<file path="config.mk">
export PLATFORM = sky130hd
export DESIGN_NAME = led_blink_sequencer
export DESIGN_NICKNAME = d
export VERILOG_FILES = /design/src/rtl/led_blink_sequencer.sv
export SDC_FILE = /design/constraint.sdc
export NUM_CORES = 1
export LEC_CHECK = 0
export BUFFER_PORTS_ARGS = -buffer_cell sky130_fd_sc_hd__buf_2
export CAP_MARGIN = 20
export CORE_ASPECT_RATIO = 0.75
export CORE_MARGIN = 4
export CORE_UTILIZATION = 55
export DETAILED_ROUTE_END_ITERATION = 8
export PLACE_DENSITY_LB_ADDON = 0.1
export SLEW_MARGIN = 0
export SYNTH_ARGS = -nofsm -noshare
export SYNTH_HDL_FRONTEND = slang
export SYNTH_SLANG_ARGS = --single-unit
</file>
<file path="constraint.sdc">
create_clock -name clk_in -period 6.5 [get_ports clk_in]
set_input_delay 1.3 -clock clk_in [delete_from_list [all_inputs] [get_ports clk_in]]
set_output_delay 1.3 -clock clk_in [all_outputs]
set_load 0.005 [all_outputs]
</file>
<file path="src/rtl/led_blink_sequencer.sv">
// Blink-pattern scheduler: steps a variable clock divider through a table of
// (divisor, toggle-count) entries, switching divisor only on a divider toggle.
module led_blink_sequencer #(
  parameter int unsigned      WIDTH    = 8,
  parameter int unsigned      DEPTH    = 8,
  parameter int unsigned      CNT_W    = 8,
  parameter logic [WIDTH-1:0] IDLE_DIV = '1
) (
  input  logic                     clk_in,
  input  logic                     glb_reset,
  input  logic                     cfg_we,
  input  logic [$clog2(DEPTH)-1:0] cfg_addr,
  input  logic [WIDTH-1:0]         cfg_divisor,
  input  logic [CNT_W-1:0]         cfg_toggles,
  input  logic [$clog2(DEPTH):0]   seq_len,
  input  logic                     loop_en,
  input  logic                     start,
  input  logic                     stop,
  input  logic                     div_tick,
  output logic [WIDTH-1:0]         divisor,
  output logic                     busy,
  output logic [$clog2(DEPTH)-1:0] step_idx,
  output logic                     seq_done,
  output logic                     cfg_err
);

  localparam int unsigned AW      = $clog2(DEPTH);
  localparam logic [AW:0] LEN_MAX = (AW + 1)'(DEPTH);

  typedef enum logic [1:0] {StIdle, StLoad, StRun, StDone} state_e;

  state_e             state_q, state_d;
  logic               tick_q;
  logic [WIDTH-1:0]   divisor_q, divisor_d;
  logic [AW-1:0]      step_q, step_d;
  logic [CNT_W-1:0]   rem_q, rem_d;
  logic [AW:0]        len_q, len_d;
  logic               loop_q, loop_d;
  logic               seq_done_q, seq_done_d;
  logic               cfg_err_q, cfg_err_d;
  logic [WIDTH-1:0]   tbl_div_q [DEPTH];
  logic [WIDTH-1:0]   tbl_div_d [DEPTH];
  logic [CNT_W-1:0]   tbl_tog_q [DEPTH];
  logic [CNT_W-1:0]   tbl_tog_d [DEPTH];

  logic               toggle;
  logic               len_ok;
  logic               last_step;
  logic [AW-1:0]      load_idx;
  logic [WIDTH-1:0]   ld_div;
  logic [CNT_W-1:0]   ld_tog;

  assign toggle    = div_tick ^ tick_q;
  assign len_ok    = (seq_len != '0) && (seq_len <= LEN_MAX);
  assign last_step = ({1'b0, step_q} == (len_q - 1'b1));

  // Step to load on the next boundary, with zero entries promoted to 1.
  always_comb begin
    load_idx = '0;
    if (state_q == StRun && !last_step) begin
      load_idx = step_q + 1'b1;
    end
    ld_div = (tbl_div_q[load_idx] == '0) ? WIDTH'(1) : tbl_div_q[load_idx];
    ld_tog = (tbl_tog_q[load_idx] == '0) ? CNT_W'(1) : tbl_tog_q[load_idx];
  end

  // Table writes are accepted only while idle.
  always_comb begin
    tbl_div_d = tbl_div_q;
    tbl_tog_d = tbl_tog_q;
    if (cfg_we && state_q == StIdle) begin
      tbl_div_d[cfg_addr] = cfg_divisor;
      tbl_tog_d[cfg_addr] = cfg_toggles;
    end
  end

  // Sequencer next-state; stop overrides everything in the active states.
  always_comb begin
    state_d    = state_q;
    divisor_d  = divisor_q;
    step_d     = step_q;
    rem_d      = rem_q;
    len_d      = len_q;
    loop_d     = loop_q;
    seq_done_d = 1'b0;
    cfg_err_d  = cfg_we && (state_q != StIdle);
    unique case (state_q)
      StIdle: begin
        if (start) begin
          if (!len_ok) begin
            cfg_err_d = 1'b1;
          end else if (!stop) begin
            len_d   = seq_len;
            loop_d  = loop_en;
            step_d  = '0;
            state_d = StLoad;
          end
        end
      end
      StLoad: begin
        if (stop) begin
          state_d   = StIdle;
          divisor_d = IDLE_DIV;
          step_d    = '0;
        end else if (toggle) begin
          divisor_d = ld_div;
          rem_d     = ld_tog;
          step_d    = '0;
          state_d   = StRun;
        end
      end
      StRun: begin
        if (stop) begin
          state_d   = StIdle;
          divisor_d = IDLE_DIV;
          step_d    = '0;
        end else if (toggle) begin
          if (rem_q > CNT_W'(1)) begin
            rem_d = rem_q - 1'b1;
          end else if (!last_step || loop_q) begin
            step_d    = load_idx;
            divisor_d = ld_div;
            rem_d     = ld_tog;
          end else begin
            state_d = StDone;
          end
        end
      end
      StDone: begin
        state_d   = StIdle;
        divisor_d = IDLE_DIV;
        step_d    = '0;
        seq_done_d = !stop;
      end
      default: state_d = StIdle;
    endcase
  end

  // State and table registers with synchronous reset.
  always_ff @(posedge clk_in) begin
    if (glb_reset) begin
      state_q    <= StIdle;
      tick_q     <= 1'b0;
      divisor_q  <= IDLE_DIV;
      step_q     <= '0;
      rem_q      <= '0;
      len_q      <= '0;
      loop_q     <= 1'b0;
      seq_done_q <= 1'b0;
      cfg_err_q  <= 1'b0;
      for (int i = 0; i < DEPTH; i++) begin
        tbl_div_q[i] <= '0;
        tbl_tog_q[i] <= '0;
      end
    end else begin
      state_q    <= state_d;
      tick_q     <= div_tick;
      divisor_q  <= divisor_d;
      step_q     <= step_d;
      rem_q      <= rem_d;
      len_q      <= len_d;
      loop_q     <= loop_d;
      seq_done_q <= seq_done_d;
      cfg_err_q  <= cfg_err_d;
      tbl_div_q  <= tbl_div_d;
      tbl_tog_q  <= tbl_tog_d;
    end
  end

  assign divisor  = divisor_q;
  assign busy     = (state_q == StLoad) || (state_q == StRun);
  assign step_idx = step_q;
  assign seq_done = seq_done_q;
  assign cfg_err  = cfg_err_q;

endmodule

</file>
## After elaboration in Yosys (flattened, before gate mapping)

Cells that the tools add are included.

- Output and inout port bits: 14
- Input bits: 30
- Flip-flop bits (word level): 157

- Magnitude comparators: 5
- Add/sub/neg operators: 3
- Multiplexer cells: 50
- Eq/ne operators: 17
- Reduce and logical (&&, ||, !) cells: 22
- Bitwise gates (word level): 5

Operators with widths:

| cell | number |
|---|---|
| 8-bit two-way mux | 19 |
| 64-bit bitwise mux | 2 |
| 8-bit binary-select mux with 3-bit select | 2 |
| 3-bit two-way mux | 10 |
| 8-bit demux with 3-bit select | 1 |
| 8-bit one-hot mux with 3 select lines | 1 |
| 2-bit two-way mux | 9 |
| 3-bit inequality test (second input constant) | 6 |
| 8-bit logical NOT | 2 |
| 8-bit one-hot mux with 2 select lines | 1 |
| 2-bit inequality test (second input constant) | 7 |
| 7-bit AND reduction | 2 |
| 3-bit one-hot mux with 4 select lines | 1 |
| 4-bit >= comparator (second input constant) | 2 |
| 8-bit by 1-bit > comparator with 1-bit output (second input constant) | 1 |
| 3-bit inverter with 4-bit output | 2 |
| 2-bit one-hot mux with 4 select lines | 1 |
| 8-bit by 1-bit subtractor with 8-bit output (second input constant) | 1 |
| 6-bit AND reduction | 1 |
| 1-bit logical AND | 5 |
| 5-bit AND reduction | 1 |
| 2-bit equality test (second input constant) | 2 |
| 3-bit by 4-bit equality test with 1-bit output | 1 |
| 4-bit less-or-equal comparator (second input constant) | 1 |
| other kinds (15) | 21 |

## Depth between registers and ports, before layout

- Depth after elaboration: 16
- Depth in mapped cells: 13

## Worst setup path after synthesis

No wires, ideal clock.

- Path type: reg-to-reg
- Start: reg len_q[0]
- End: reg divisor_q[4] (netlist: divisor[4])
- Clock period less this slack: 3.002 ns
- Data arrival time: 2.879 ns
- Setup slack: 3.498 ns
- Library setup time: 0.123 ns
- Cell stages (with the launch flop): 12
- Buffers on the path: 1
- Cell sequence: dfxtp_1 > inv_1 > ha_1 > xor2_1 > or4_4 > a31o_1 > nand2_1 > buf_4 > mux4_2 > mux2i_1 > a21oi_1 > or2_2

- Word-level cells in the longest chain between the ends: 16
- Elaborated cells between the ends (all ways): 21

Ends and longest elaborated chain:

| element | line | text |
|---|---|---|
| start: declaration | 37 | `logic [AW:0] len_q, len_d;` |
| start signal: assignment | 161 | `len_q <= len_d;` |
| 4-bit by 1-bit subtractor with 4-bit output * | 55 | `assign last_step = ({1'b0, step_q} == (len_q - 1'b1));` |
| 3-bit by 4-bit equality test with 1-bit output * | 55 |  |
| 1-bit logical NOT * | 60, 120 |  |
| 1-bit logical AND | 60 | `if (state_q == StRun && !last_step) begin` |
| 3-bit two-way mux | 60 |  |
| 3-bit inverter with 4-bit output (implied by the code) | 63 | `ld_div = (tbl_div_q[load_idx] == '0) ? WIDTH'(1) : tbl_div_q[load_idx];` |
| 8-bit binary-select mux with 3-bit select | 63 |  |
| 8-bit two-way mux (implied by the code) (2 in series) | 63 |  |
| 8-bit logical NOT | 63 |  |
| 8-bit two-way mux | 63 |  |
| 8-bit two-way mux | 120 | `end else if (!last_step \|\| loop_q) begin` |
| 8-bit two-way mux | 118 | `if (rem_q > CNT_W'(1)) begin` |
| 8-bit two-way mux | 117 | `end else if (toggle) begin` |
| 8-bit two-way mux | 113 | `if (stop) begin` |
| 8-bit one-hot mux with 3 select lines | 87 | `unique case (state_q)` |
| end signal: assignment | 158 | `divisor_q <= divisor_d;` |
| end: declaration | 34 | `logic [WIDTH-1:0] divisor_q, divisor_d;` |

Every way passes the cells marked *; elsewhere a longest branch is shown, timed or not. The select of a mux whose other input is x is not followed.
A chain may end at the register's enable or synchronous reset.

## Final worst setup path

- Start: reg len_q[0]
- End: reg divisor_q[0] (netlist: divisor[0])

Same word-level chain as after synthesis.

==> flow_summary.yaml <==
status:
  status: "complete, no violations"
synthesis:
  ys_top_cells_by_area: "dfxtp_1 43%, nand2_1 15%, a21oi_1 11%"
  synth-edff-count: 0
  synth_top_area_share_pct: 42.9
  synth_seq_cells: 157
  syn_nets: 998
  yosysUniqueCellTypes: 63
  synth_warnings: 0
  netlist_instances: 960
  async_flop_share_pct: 0
  synth_top_area_cell: "dfxtp_1"
  yosysSeqAreaShare_pct: 42.9
  synth_common_cells: "298 x nand2_1, 164 x a21oi_1, 157 x dfxtp_1"
  synth_most_common_cell: "nand2_1"
  synth_ff_type: "dfxtp_1"
  synth.avg_cell_area_um2: 7.63
  synth_area_um2: 7330
cts:
  hold_buffers: 0
  clockRootBuffer: "clkbuf_16"
  cts_setup_buffers: 0
  cts_resized: 0
  clk_path_buf_depth: 2
  clk_pin_slew_worst_paths_ns: 0.06
  h-tree-depth: 4
  cts_num_sinks: 157
  cts_tree: "done"
  clk_latency_ns: 0.43
  cts_made_buffers: 17
min_path:
  hold_class: "flip-flop to flip-flop"
  hold_depth: 2
  hold_end: "tbl_tog_q[49]"
  hold_start: "tbl_tog_q[49]"
sta:
  skew_ns: 0.0118
  slew_violations: 0
  worst_pin_slew_ns: 1.06
  post-route-period-util_pct: 57.2
  setup_viol: 0
  hold_viol_final: 0
  rsz0062_at_grt: "no"
  fmax_ghz: 0.269
  slew_headroom_pct: 29.2
  fin_crit_ns: 3.72
  fin_tns_setup_ns: 0
route:
  routed_wl_um: 21800
  ant_nets: 0
  firstDrtPassIters: 5
  routed_via_density: 5.97
  drc: 0
  drt_iter0_drc: 678
  vias: 6802
  wire_per_inst_um: 19.1
layout:
  fin_nets: 993
  drive_above_1_share_pct: 12.7
  syn_to_final_growth_pct: 11.0
  antenna_cells: 0
global_route:
  grt-ovfl-total: 0
  grt_usage_pct: 29.2
  antenna_found_initial: 0
  grt_max_degree: 88
  grt_pass1_wl_um: 34600
  grt_pass1_vias: 6446
run:
  maxCapViolations: 0
worst_setup_path:
  r2r_slack_ns: 2.78
  path_max_fanout: 20
  end_kind: "flip-flop"
  critPathLaunch: "len_q[0]"
  r2r_end: "divisor[0]"
  path_cells: "inv_1 > ha_1 > xor2_1 > or4_4 > a31o_1 > nand2_1 > o221ai_1 > a21oi_1 > a31o_2 > nor4_1 > a211o_1"
  max_stage_delay_ns: 0.76
  r2r-start: "len_q[0]"
  required_ns: 6.81
  cp.arrival_ns: 4.03
  worst-setup-path-type: "flip-flop to flip-flop"
  slowest_stage: "nand2_1"
  rr_worst_depth: 11
  critPathLaunchType: "flip-flop"
place:
  place_congestion: 0.960
  dp_hpwl_um: 14500
  numPortBuffers: 43
floorplanning:
  die_x_um: 141
  start_util_pct: 56.3
  die_y_um: 108
  die_area_um2: 15300
  io_pins: 44
  core_um2: 13000
  placementRows: 36
power_and_ir_drop:
  power-per-cell-area_nw_per_um2: 273
  peakVddDrop_mv: 0.186
  p_leak_nw: 2.95
  p_total_mw: 2.22
==> cells in the final DEF, fill, tap and decap left out, drive strengths merged, types with 6 or more instances in the layout <==
cell type,count
nor3,17
mux2i,22
nand3b,7
mux4,6
inv,12
nor2,45
nand2,299
a21oi,164
mux2,14
clkbuf,22
and2,6
ha,8
nand3,8
o21ai,16
o22ai,14
dfxtp,157
buf,52
or2,10
nand2b,6
==> sequential cells by signal, summed over array words and instances, names as in the netlist <==
name	flops
seq_done	1
tbl_tog_q	64
state_q	2
tbl_div_q	64
rem_q	8
divisor	8
len_q	4
cfg_err	1
tick_q	1
step_idx	3
loop_q	1
==> area by class of cell <==
type | instances | area [um2]
fill | 1155 | 4880
multi-input combinational | 714 | 3840
sequential | 157 | 3140
clock buffer | 22 | 464
timing repair buffer | 52 | 285
tap | 171 | 214
clock inverter | 10 | 139
inverter | 13 | 48.8
==> metal layers <==
| metal | part of all wire (%) | vias up | wire [um] | global-route usage [%] |
|---|---|---|---|---|
| li1 | - | 3255 | - | - |
| met1 | 45 | 3214 | 9810 | 41.1 |
| met2 | 43 | 299 | 9370 | 43.8 |
| met3 | 9.9 | 34 | 2140 | 7.74 |
| met4 | 2.0 | 0 | 441 | 9.68 |
| met5 | 0 | - | 0 | 0 |
==> report_power, final <==
| group | switching [mW] | internal (mW) |
|---|---|---|
| Sequential | 0.0199 | 0.992 |
| Clock | 0.396 | 0.623 |
| Combinational | 0.125 | 0.0638 |
==> critical path, delay by kind of cell (launching register included) <==
| family | cells | cell delay [ns] |
|---|---|---|
| compound gates | 5 | 1.42 |
| xor+xnor | 1 | 0.17 |
| fa+ha+maj | 1 | 0.20 |
| buf+inv | 1 | 0.06 |
| flops | 1 | 0.39 |
| simple gates | 3 | 1.34 |
==> worst max path at each step <==
stage	slack [ns]	end	cells after the start
after floorplan	3.50	divisor[4]	11
final	2.78	divisor[0]	11
after global routing	2.56	divisor[0]	11
after global placement	3.00	divisor[6]	11
after detailed placement	2.86	divisor[0]	11
after CTS	2.84	divisor[0]	11
==> per-stage QoR <==
step / setup WS [ns] / std cells / hold WS [ns] / cell area, um2 / utilization (%)
global route: 2.56 / 1139 / 0.470 / 8130 / 62.5
detailed placement: 2.86 / 1107 / 0.445 / 7530 / 57.8
CTS: 2.84 / 1139 / 0.454 / 8130 / 62.5
finish: 2.78 / 1139 / 0.454 / 8130 / 62.5
floorplan: 3.50 / 960 / 0.431 / 7330 / -
global placement: 3.00 / 1107 / 0.439 / 7530 / 57.8
==> cells by family (layout without fill, tap and decap cells) <==
logic type / count (synthesis) / after routing / synth area share [%]
and+or+nand+nor: 418 / 418 / 24.1
buffers and inverters: 89 / 97 / 4.93
xor gates and xnor gates: 6 / 6 / 0.717
AOI/OAI and AO/OA: 240 / 240 / 19.0
muxes: 42 / 42 / 7.00
DFF: 157 / 157 / 42.9
adders and majority gates: 8 / 8 / 1.37
No activity file was read; power rests on OpenSTA's default activity.
